--- src/rtl/ps2_host_tx_if.sv ---
// rtl/ps2_host_tx_if.sv - command handshake and PS/2 pin bundle for ps2_host_tx
interface ps2_host_tx_if;
    logic       key_clk;
    logic       key_data;
    logic       key_clk_oe;
    logic       key_data_oe;
    logic [7:0] tx_data;
    logic       tx_valid;
    logic       tx_ready;
    logic       tx_busy;
    logic       tx_done;
    logic       tx_err;

    modport master (
        output tx_data, tx_valid, key_clk, key_data,
        input  key_clk_oe, key_data_oe, tx_ready, tx_busy, tx_done, tx_err
    );

    modport slave (
        input  tx_data, tx_valid, key_clk, key_data,
        output key_clk_oe, key_data_oe, tx_ready, tx_busy, tx_done, tx_err
    );
endinterface

--- src/rtl/ps2_host_tx.sv ---
// rtl/ps2_host_tx.sv - PS/2 host-to-device command transmitter
module ps2_host_tx #(
    parameter int INHIBIT_CYCLES     = 10_000,
    parameter int REQ_TIMEOUT_CYCLES = 1_500_000,
    parameter int BIT_TIMEOUT_CYCLES = 200_000
) (
    input  logic         clk_in,
    input  logic         rst,
    ps2_host_tx_if.slave bus
);
    localparam int MAX_AB = (INHIBIT_CYCLES > REQ_TIMEOUT_CYCLES) ? INHIBIT_CYCLES : REQ_TIMEOUT_CYCLES;
    localparam int MAX_P  = (MAX_AB > BIT_TIMEOUT_CYCLES) ? MAX_AB : BIT_TIMEOUT_CYCLES;
    localparam int CW     = $clog2(MAX_P + 1);

    localparam logic [CW-1:0] CNT_SAT  = {CW{1'b1}};
    localparam logic [CW-1:0] INH_LAST = CW'(INHIBIT_CYCLES - 1);
    localparam logic [CW-1:0] REQ_LAST = CW'(REQ_TIMEOUT_CYCLES - 1);
    localparam logic [CW-1:0] BIT_LAST = CW'(BIT_TIMEOUT_CYCLES - 1);

    typedef enum logic [2:0] {
        IDLE,
        INHIBIT,
        REQ,
        SHIFT,
        ACK,
        WAITIDLE,
        ERR
    } state_t;

    state_t        state;
    logic [CW-1:0] cnt;
    logic [3:0]    nedge;
    logic [9:0]    frame;
    logic          clk_oe_q;
    logic          data_oe_q;
    logic          done_q;
    logic          err_q;

    logic          clk_s1;
    logic          clk_s2;
    logic          clk_prev;
    logic          dat_s1;
    logic          dat_s2;
    logic          clk_fall;

    // Two-flop synchronizers on both pins plus one history flop for edge detection
    always_ff @(posedge clk_in or posedge rst) begin
        if (rst) begin
            clk_s1   <= 1'b1;
            clk_s2   <= 1'b1;
            clk_prev <= 1'b1;
            dat_s1   <= 1'b1;
            dat_s2   <= 1'b1;
        end else begin
            clk_s1   <= bus.key_clk;
            clk_s2   <= clk_s1;
            clk_prev <= clk_s2;
            dat_s1   <= bus.key_data;
            dat_s2   <= dat_s1;
        end
    end

    assign clk_fall = clk_prev & ~clk_s2;

    // Frame sequencer: one shared saturating counter serves inhibit time and all timeouts
    always_ff @(posedge clk_in or posedge rst) begin
        if (rst) begin
            state     <= IDLE;
            cnt       <= '0;
            nedge     <= '0;
            frame     <= '0;
            clk_oe_q  <= 1'b0;
            data_oe_q <= 1'b0;
            done_q    <= 1'b0;
            err_q     <= 1'b0;
        end else begin
            done_q <= 1'b0;
            err_q  <= 1'b0;
            cnt    <= (cnt == CNT_SAT) ? cnt : cnt + 1'b1;
            case (state)
                IDLE: begin
                    clk_oe_q  <= 1'b0;
                    data_oe_q <= 1'b0;
                    if (bus.tx_valid) begin
                        frame    <= {1'b1, ~^bus.tx_data, bus.tx_data};
                        cnt      <= '0;
                        clk_oe_q <= 1'b1;
                        state    <= INHIBIT;
                    end
                end
                INHIBIT: begin
                    if (cnt == INH_LAST) begin
                        clk_oe_q  <= 1'b0;
                        data_oe_q <= 1'b1;
                        cnt       <= '0;
                        nedge     <= '0;
                        state     <= REQ;
                    end
                end
                // REQ waits for edge 1; SHIFT handles edges 2..10, both put the next frame bit out
                REQ, SHIFT: begin
                    if (clk_fall) begin
                        data_oe_q <= ~frame[0];
                        frame     <= {1'b0, frame[9:1]};
                        nedge     <= nedge + 4'd1;
                        cnt       <= '0;
                        state     <= (nedge == 4'd9) ? ACK : SHIFT;
                    end else if (cnt == ((state == REQ) ? REQ_LAST : BIT_LAST)) begin
                        clk_oe_q  <= 1'b0;
                        data_oe_q <= 1'b0;
                        err_q     <= 1'b1;
                        state     <= ERR;
                    end
                end
                ACK: begin
                    if (clk_fall) begin
                        cnt <= '0;
                        if (!dat_s2) begin
                            state <= WAITIDLE;
                        end else begin
                            err_q <= 1'b1;
                            state <= ERR;
                        end
                    end else if (cnt == BIT_LAST) begin
                        err_q <= 1'b1;
                        state <= ERR;
                    end
                end
                // done is raised while still busy so the next accept lands one cycle after it
                WAITIDLE: begin
                    if (done_q) begin
                        state <= IDLE;
                    end else if (clk_s2 && dat_s2) begin
                        done_q <= 1'b1;
                    end else if (cnt == BIT_LAST) begin
                        err_q <= 1'b1;
                        state <= ERR;
                    end
                end
                ERR: begin
                    clk_oe_q  <= 1'b0;
                    data_oe_q <= 1'b0;
                    state     <= IDLE;
                end
                default: begin
                    state <= IDLE;
                end
            endcase
        end
    end

    assign bus.key_clk_oe  = clk_oe_q;
    assign bus.key_data_oe = data_oe_q;
    assign bus.tx_done     = done_q;
    assign bus.tx_err      = err_q;
    assign bus.tx_ready    = (state == IDLE);
    assign bus.tx_busy     = (state != IDLE);
endmodule

--- src/flat_wrapper.sv ---
// flat-port wrapper written by rule: the top's interface ports become plain ports
module ps2_host_tx_flat 
#(
    parameter int INHIBIT_CYCLES     = 10_000,
    parameter int REQ_TIMEOUT_CYCLES = 1_500_000,
    parameter int BIT_TIMEOUT_CYCLES = 200_000
)
  (clk_in, rst, bus_tx_data, bus_tx_valid, bus_key_clk, bus_key_data, bus_key_clk_oe, bus_key_data_oe, bus_tx_ready, bus_tx_busy, bus_tx_done, bus_tx_err);
  ps2_host_tx_if bus_i ();
  input  logic clk_in;
  input  logic rst;
  input wire logic [$bits(bus_i.tx_data)-1:0] bus_tx_data;
  input wire logic [$bits(bus_i.tx_valid)-1:0] bus_tx_valid;
  input wire logic [$bits(bus_i.key_clk)-1:0] bus_key_clk;
  input wire logic [$bits(bus_i.key_data)-1:0] bus_key_data;
  output wire logic [$bits(bus_i.key_clk_oe)-1:0] bus_key_clk_oe;
  output wire logic [$bits(bus_i.key_data_oe)-1:0] bus_key_data_oe;
  output wire logic [$bits(bus_i.tx_ready)-1:0] bus_tx_ready;
  output wire logic [$bits(bus_i.tx_busy)-1:0] bus_tx_busy;
  output wire logic [$bits(bus_i.tx_done)-1:0] bus_tx_done;
  output wire logic [$bits(bus_i.tx_err)-1:0] bus_tx_err;
  assign bus_i.tx_data = bus_tx_data;
  assign bus_i.tx_valid = bus_tx_valid;
  assign bus_i.key_clk = bus_key_clk;
  assign bus_i.key_data = bus_key_data;
  assign bus_key_clk_oe = bus_i.key_clk_oe;
  assign bus_key_data_oe = bus_i.key_data_oe;
  assign bus_tx_ready = bus_i.tx_ready;
  assign bus_tx_busy = bus_i.tx_busy;
  assign bus_tx_done = bus_i.tx_done;
  assign bus_tx_err = bus_i.tx_err;
  ps2_host_tx #(.INHIBIT_CYCLES(INHIBIT_CYCLES), .REQ_TIMEOUT_CYCLES(REQ_TIMEOUT_CYCLES), .BIT_TIMEOUT_CYCLES(BIT_TIMEOUT_CYCLES)) u_core (.clk_in(clk_in), .rst(rst), .bus(bus_i));
endmodule
--- config.mk ---
export PLATFORM = sky130hd
export DESIGN_NAME = ps2_host_tx_flat
export DESIGN_NICKNAME = d
export VERILOG_FILES = /design/src/rtl/ps2_host_tx_if.sv /design/src/rtl/ps2_host_tx.sv /design/src/flat_wrapper.sv
export SDC_FILE = /design/constraint.sdc
export NUM_CORES = 1
export LEC_CHECK = 0
export CORE_MARGIN = 2
export CORE_UTILIZATION = 50
export DETAILED_ROUTE_END_ITERATION = 10
export PLACE_DENSITY = 0.72
export SKIP_LAST_GASP = 1
export SYNTH_ARGS = -nofsm -noshare
export SYNTH_HDL_FRONTEND = slang
export SYNTH_SLANG_ARGS = --single-unit
--- constraint.sdc ---
create_clock -name clk_in -period 1.99 [get_ports clk_in]
set_clock_uncertainty 0.05 [all_clocks]
set_input_delay 0.2985 -clock clk_in [delete_from_list [all_inputs] [get_ports clk_in]]
set_output_delay 0.2985 -clock clk_in [all_outputs]
set_load 0.05 [all_outputs]
# Yosys cells after proc, flatten, opt, wreduce, memory -nomap -nowiden
# Cells that the tools add are included.
# totals
register_bits	47
latchBits	0
ramBits	0
romBits	0
in_bits	13
output_inout_bits	6
elab_cells	94
n_memories	0
# op_classes
add_sub_neg	2
multipliers	0
div_mod_pow	0
magnitude_cmp	0
eq_ne	18
shifts	0
mux	42
n_bitwise	3
reduce_logical	16
# ops
op	n
21-bit two-way mux	5
21-bit case mux with 3 select lines	1
3-bit two-way mux	9
21-bit by 1-bit adder with 21-bit output, second input constant	1
21-bit by 14-bit equality test with 1-bit output, second input constant	1
21-bit by 18-bit equality test with 1-bit output, second input constant	1
21-bit equality test	1
21-bit equality test, second input constant	1
10-bit two-way mux	2
10-bit case mux with 2 select lines	1
1-bit two-way mux	16
3-bit case mux with 5 select lines	1
3-bit equality test, second input constant	3
3-bit AND reduction	3
4-bit two-way mux	2
4-bit case mux with 2 select lines	1
4-bit AND reduction	2
8-bit XNOR reduction	1
3-bit by 2-bit equality test with 1-bit output, second input constant	2
2-bit by 1-bit != test with 1-bit output, second input constant	3
1-bit case mux with 3 select lines	2
3-bit nonzero test	2
4-bit by 1-bit adder with 4-bit output, second input constant	1
4-bit equality test, second input constant	1
14 further kinds	18

# Longest topological paths before layout
# depth
word_depth	6
depth_mapped	9
mapped_depth_nobuf	8

# Worst setup path before layout
# OpenSTA, ideal clock, no wires.
# synth_path
path_type	reg2reg
start	register u_core.state[2]
end	register u_core.frame[0]
setup_time_ns	0.077
arrival_time_ns	2.436
required_time_ns	1.863
setup_slack_ns	-0.574
path_stages_with_launch	9
path_buffers	2
synth_period_minus_slack_ns	2.564
cell_sequence	dfrtp_1 > clkbuf_1 > or3_1 > inv_1 > o21ai_0 > nor2_1 > buf_2 > nor2_1 > a21oi_1
# synth_via
word_cells_on_any_way	9
classes_between	eq/ne (4); mux (1); reduce/logical (4)
# synth_rtl
element	line_no	rtl
start: declaration	ps2_host_tx.sv:30	state_t state;
start signal: assignment	ps2_host_tx.sv:107	state <= (nedge == 4'd9) ? ACK : SHIFT;
3-bit logical NOT *	-	
net bus_tx_ready	flat_wrapper.sv:18	output wire logic [$bits(bus_i.tx_ready)-1:0] bus_tx_ready;
2-bit != test (no source line) / 2-bit nonzero test (equally long branches)	-	
3-bit AND reduction (no source line)	-	
end signal: assignment	ps2_host_tx.sv:85	frame <= {1'b1, ~^bus.tx_data, bus.tx_data};
end signal: assignment	ps2_host_tx.sv:104	frame <= {1'b0, frame[9:1]};
end: declaration	ps2_host_tx.sv:33	logic [9:0] frame;
# The timed path passes the listed nets; every way through them passes the cells marked *.
# A chain may end at the register's enable or synchronous reset.

# Worst setup path after layout
# layout_path
start	register u_core.cnt[14]
end	register u_core.nedge[3]
# layout_via
elab_chain_len	3
# layout_lines
element	line_no	rtl
start: declaration	ps2_host_tx.sv:31	logic [CW-1:0] cnt;
start signal: assignment	ps2_host_tx.sv:79	cnt <= (cnt == CNT_SAT) ? cnt : cnt + 1'b1;
21-bit by 14-bit equality test with 1-bit output	ps2_host_tx.sv:92	if (cnt == INH_LAST) begin
2-bit by 1-bit != test with 1-bit output (no source line)	-	
3-bit AND reduction (no source line)	-	
end signal: assignment	ps2_host_tx.sv:105	nedge <= nedge + 4'd1;
end: declaration	ps2_host_tx.sv:32	logic [3:0] nedge;
# Every way passes these cells.

==> results.toml <==
[worst_setup_path]
ff2ff_setup_slack_ps = -40
crit_fanout = 3
startpoint = "u_core.cnt[14]$_DFF_PP0_"
reg2reg_depth = 6
cp_num_buf_inv = 0
path_cells = "or4_4 -> nor3_4 -> a41o_2 -> nand2_2 -> or4_1 -> nand3_1"
reg2reg_from = "u_core.cnt[14]$_DFF_PP0_"
crit_slowest_cell = "or4_4"
cpLargestDelayFamily = "simple AND/OR/NAND/NOR gates"
crit_required_ps = 2170
end_kind = "register"
endpoint = "u_core.nedge[3]$_DFFE_PP0P_"
crit_type = "register to register"
cpPeakStageDelay_ps = 530
crit_arrival_ps = 2210
critPathLaunchType = "register"
crit_cells = 6
r2r-end = "u_core.nedge[3]$_DFFE_PP0P_"

[flow_run]
cap_violations = 0

[route]
detail-route-antenna-nets = 0
drt-initial-drc-count = 279
firstDrtPassIters = 4
drt-total-wl_mm = 6.33
drc = 0
drt-wirelength-per-cell_um = 14.9
vias = 2402
vias_per_cell = 5.65

[sta]
hold_violations = 0
rsz0062_at_grt = "yes"
period_needed_ps = 2030
setup_violations = 1
clock.fmax_mhz = 492
worst_slew_pin_slew_ps = 510
finalCritPeriodShare_pct = 102
finalMaxSlewViolations = 0
worst_slack_ps = -40.5
slew_headroom_pct = 65.9

[synth]
syn_area_per_cell_um2 = 9.04
seq_area_frac_synth_pct = 43.3
synth_cells = 302
syn_nets = 320
netlist_area_um2 = 2730
ys_ff_latch = 47
synth_edf_count = 0
synth_area_leaders = "dfrtp_1 39%, nor2_1 5.9%, dfstp_2 4.8%"
synth_ff_type = "dfrtp_1"
ys_warn_count = 0
yosysTopAreaCell = "dfrtp_1"
postSynth.asyncResetShare_pct = 100
synth_cell_types = 52
synth_top_area_share_pct = 38.5

[floorplan]
row_count = 26
core_region_area_um2 = 5170
fp.dieH_um = 77.9
initial_core_util_pct = 52.8
ioPinCount = 19
dieWidth_um = 77.9
die_area_um2 = 6060

[outcome]
outcome = "finished with violations"
failed_checks = "negative setup slack"

[clock_tree]
cts_tree = "done"
numCtsBuffers = 5
cts_buffer_depth = 2
htree_num_levels = 2
numClockSinks = 47
cts_root_buf = "clkbuf_8"
clock_latency_ps = 290
hold_buffers = 0
clk_pin_slew_worst_paths_ps = 90

[global_route]
grt_usage_pct = 22.5
grt_pass1_wl_mm = 10.9
grt_max_degree = 29
antenna_found_initial = 0
grt-ovfl-total = 0
first_global_vias = 2240

[finish]
layout.nets = 372
fin_util_pct = 67.7
final_cell_area_um2 = 3500
area_growth_pct = 28.3
diodes = 0
drive_gt1_share_pct = 24.5
layout_common_cells = "41 x nor2_1, 41 x buf_4, 41 x dfrtp_1"
fillers = 410

[hold_path]
hold_path.class = "primary input to asynchronous set/reset pin"

[power]
irDropWorstVdd_uv = 818
total_power_w = 0.00417
leakage_nw = 1.49
powerDensity_nw_per_um2 = 1190

[place]
placed_area_um2 = 3290
dp_hpwl_mm = 4.64
io_buffers = 18
gp_congestion = 0.901
## synth_stat cells, types with 10 or more instances
cell / count
a21oi_1: 19
dfrtp_1: 42
mux2i_1: 10
nand2_1: 23
nand3_1: 12
nand4_1: 11
nor2_1: 43
o21ai_0: 16
xnor2_1: 10
xor2_1: 15
## worst min-delay path by stage
stage                                       end  slack [ps]                    start
global placement        u_core.clk_s2$_DFF_PP1_         300  u_core.clk_s1$_DFF_PP1_
finish              u_core.frame[6]$_DFFE_PP0P_         270                      rst
floorplan               u_core.clk_s1$_DFF_PP1_         250              bus_key_clk
CTS                 u_core.frame[6]$_DFFE_PP0P_         280                      rst
global route            u_core.clk_s2$_DFF_PP1_         310  u_core.clk_s1$_DFF_PP1_
detailed placement      u_core.clk_s2$_DFF_PP1_         300  u_core.clk_s1$_DFF_PP1_
## timing repair
item	CTS	global route
gates resized for setup	8	12
endpoints found under the setup margin	20	28
endpoints found under the hold margin	0	0
pin swaps	1	4
setup buffers	0	2
## where the power goes
| group | leakage [nW] | internal, W | switching (W) |
|---|---|---|---|
| combinational | 0.833 | 0.000931 | 0.00118 |
| clock | 0.0612 | 0.000407 | 0.000330 |
| sequential | 0.593 | 0.00117 | 0.000147 |
## metrics by stage
step	setup TNS, ps	hold slack, ps	cells	worst slack (ps)
after CTS	-51.3	280	423	-51.3
after detailed placement	-198	298	415	-63.9
after global placement	-60.0	296	415	-25.5
after floorplan	-2.16	253	302	-2.16
after global routing	-719	314	425	-110
final	-40.5	273	425	-40.5
## flip-flops by register name, summed over array words and instances, names as in the netlist
signal                  cells
u_core.bus.key_clk_oe       1
u_core.bus.key_data_oe      1
u_core.bus.tx_done          1
u_core.bus.tx_err           1
u_core.clk_prev             1
u_core.clk_s1               1
u_core.clk_s2               1
u_core.cnt                 21
u_core.dat_s1               1
u_core.dat_s2               1
u_core.frame               10
u_core.nedge                4
u_core.state                3
## layout make-up
cell class                 count  area (um^2)  share of cell area [%]
clock buffer                   6         82.6                    2.36
multi-input combinational    233         1560                    44.4
timing repair buffer          60          528                    15.1
sequential                    47         1180                    33.8
tap                           70         87.6                    2.50
inverter                       7         30.0                   0.857
clock inverter                 2         35.0                    1.00
## logic make-up (layout without fill, tap and decap cells)
logic type	Yosys count	in the layout	share of synthesized area, %
muxes	11	11	4.08
buffers and inverters	22	75	3.26
DFF	47	47	43.3
adders and majority gates	5	5	2.29
AOI/OAI and AO/OA	58	58	13.5
and+or+nand+nor	134	134	25.5
xor gates and xnor gates	25	25	8.02
## per-layer routing
metal  global-route usage (%)  part of all wire (%)  vias to the layer above  routed length, um
met5                        0                     0                        -                  0
met4                     4.11                  0.49                        0                 31
met3                     3.84                   5.4                        4                340
met2                     34.7                    46                       67               2930
met1                     33.6                    48                     1143               3020
li1                         -                     -                     1188                  -
## worst reg2reg max path, delay by kind of cell (launching register included)
kind | cells | cell delay, ps
simple gates | 5 | 1270
compound gates | 1 | 250
flops | 1 | 400
No activity file was read; power rests on OpenSTA's default activity.
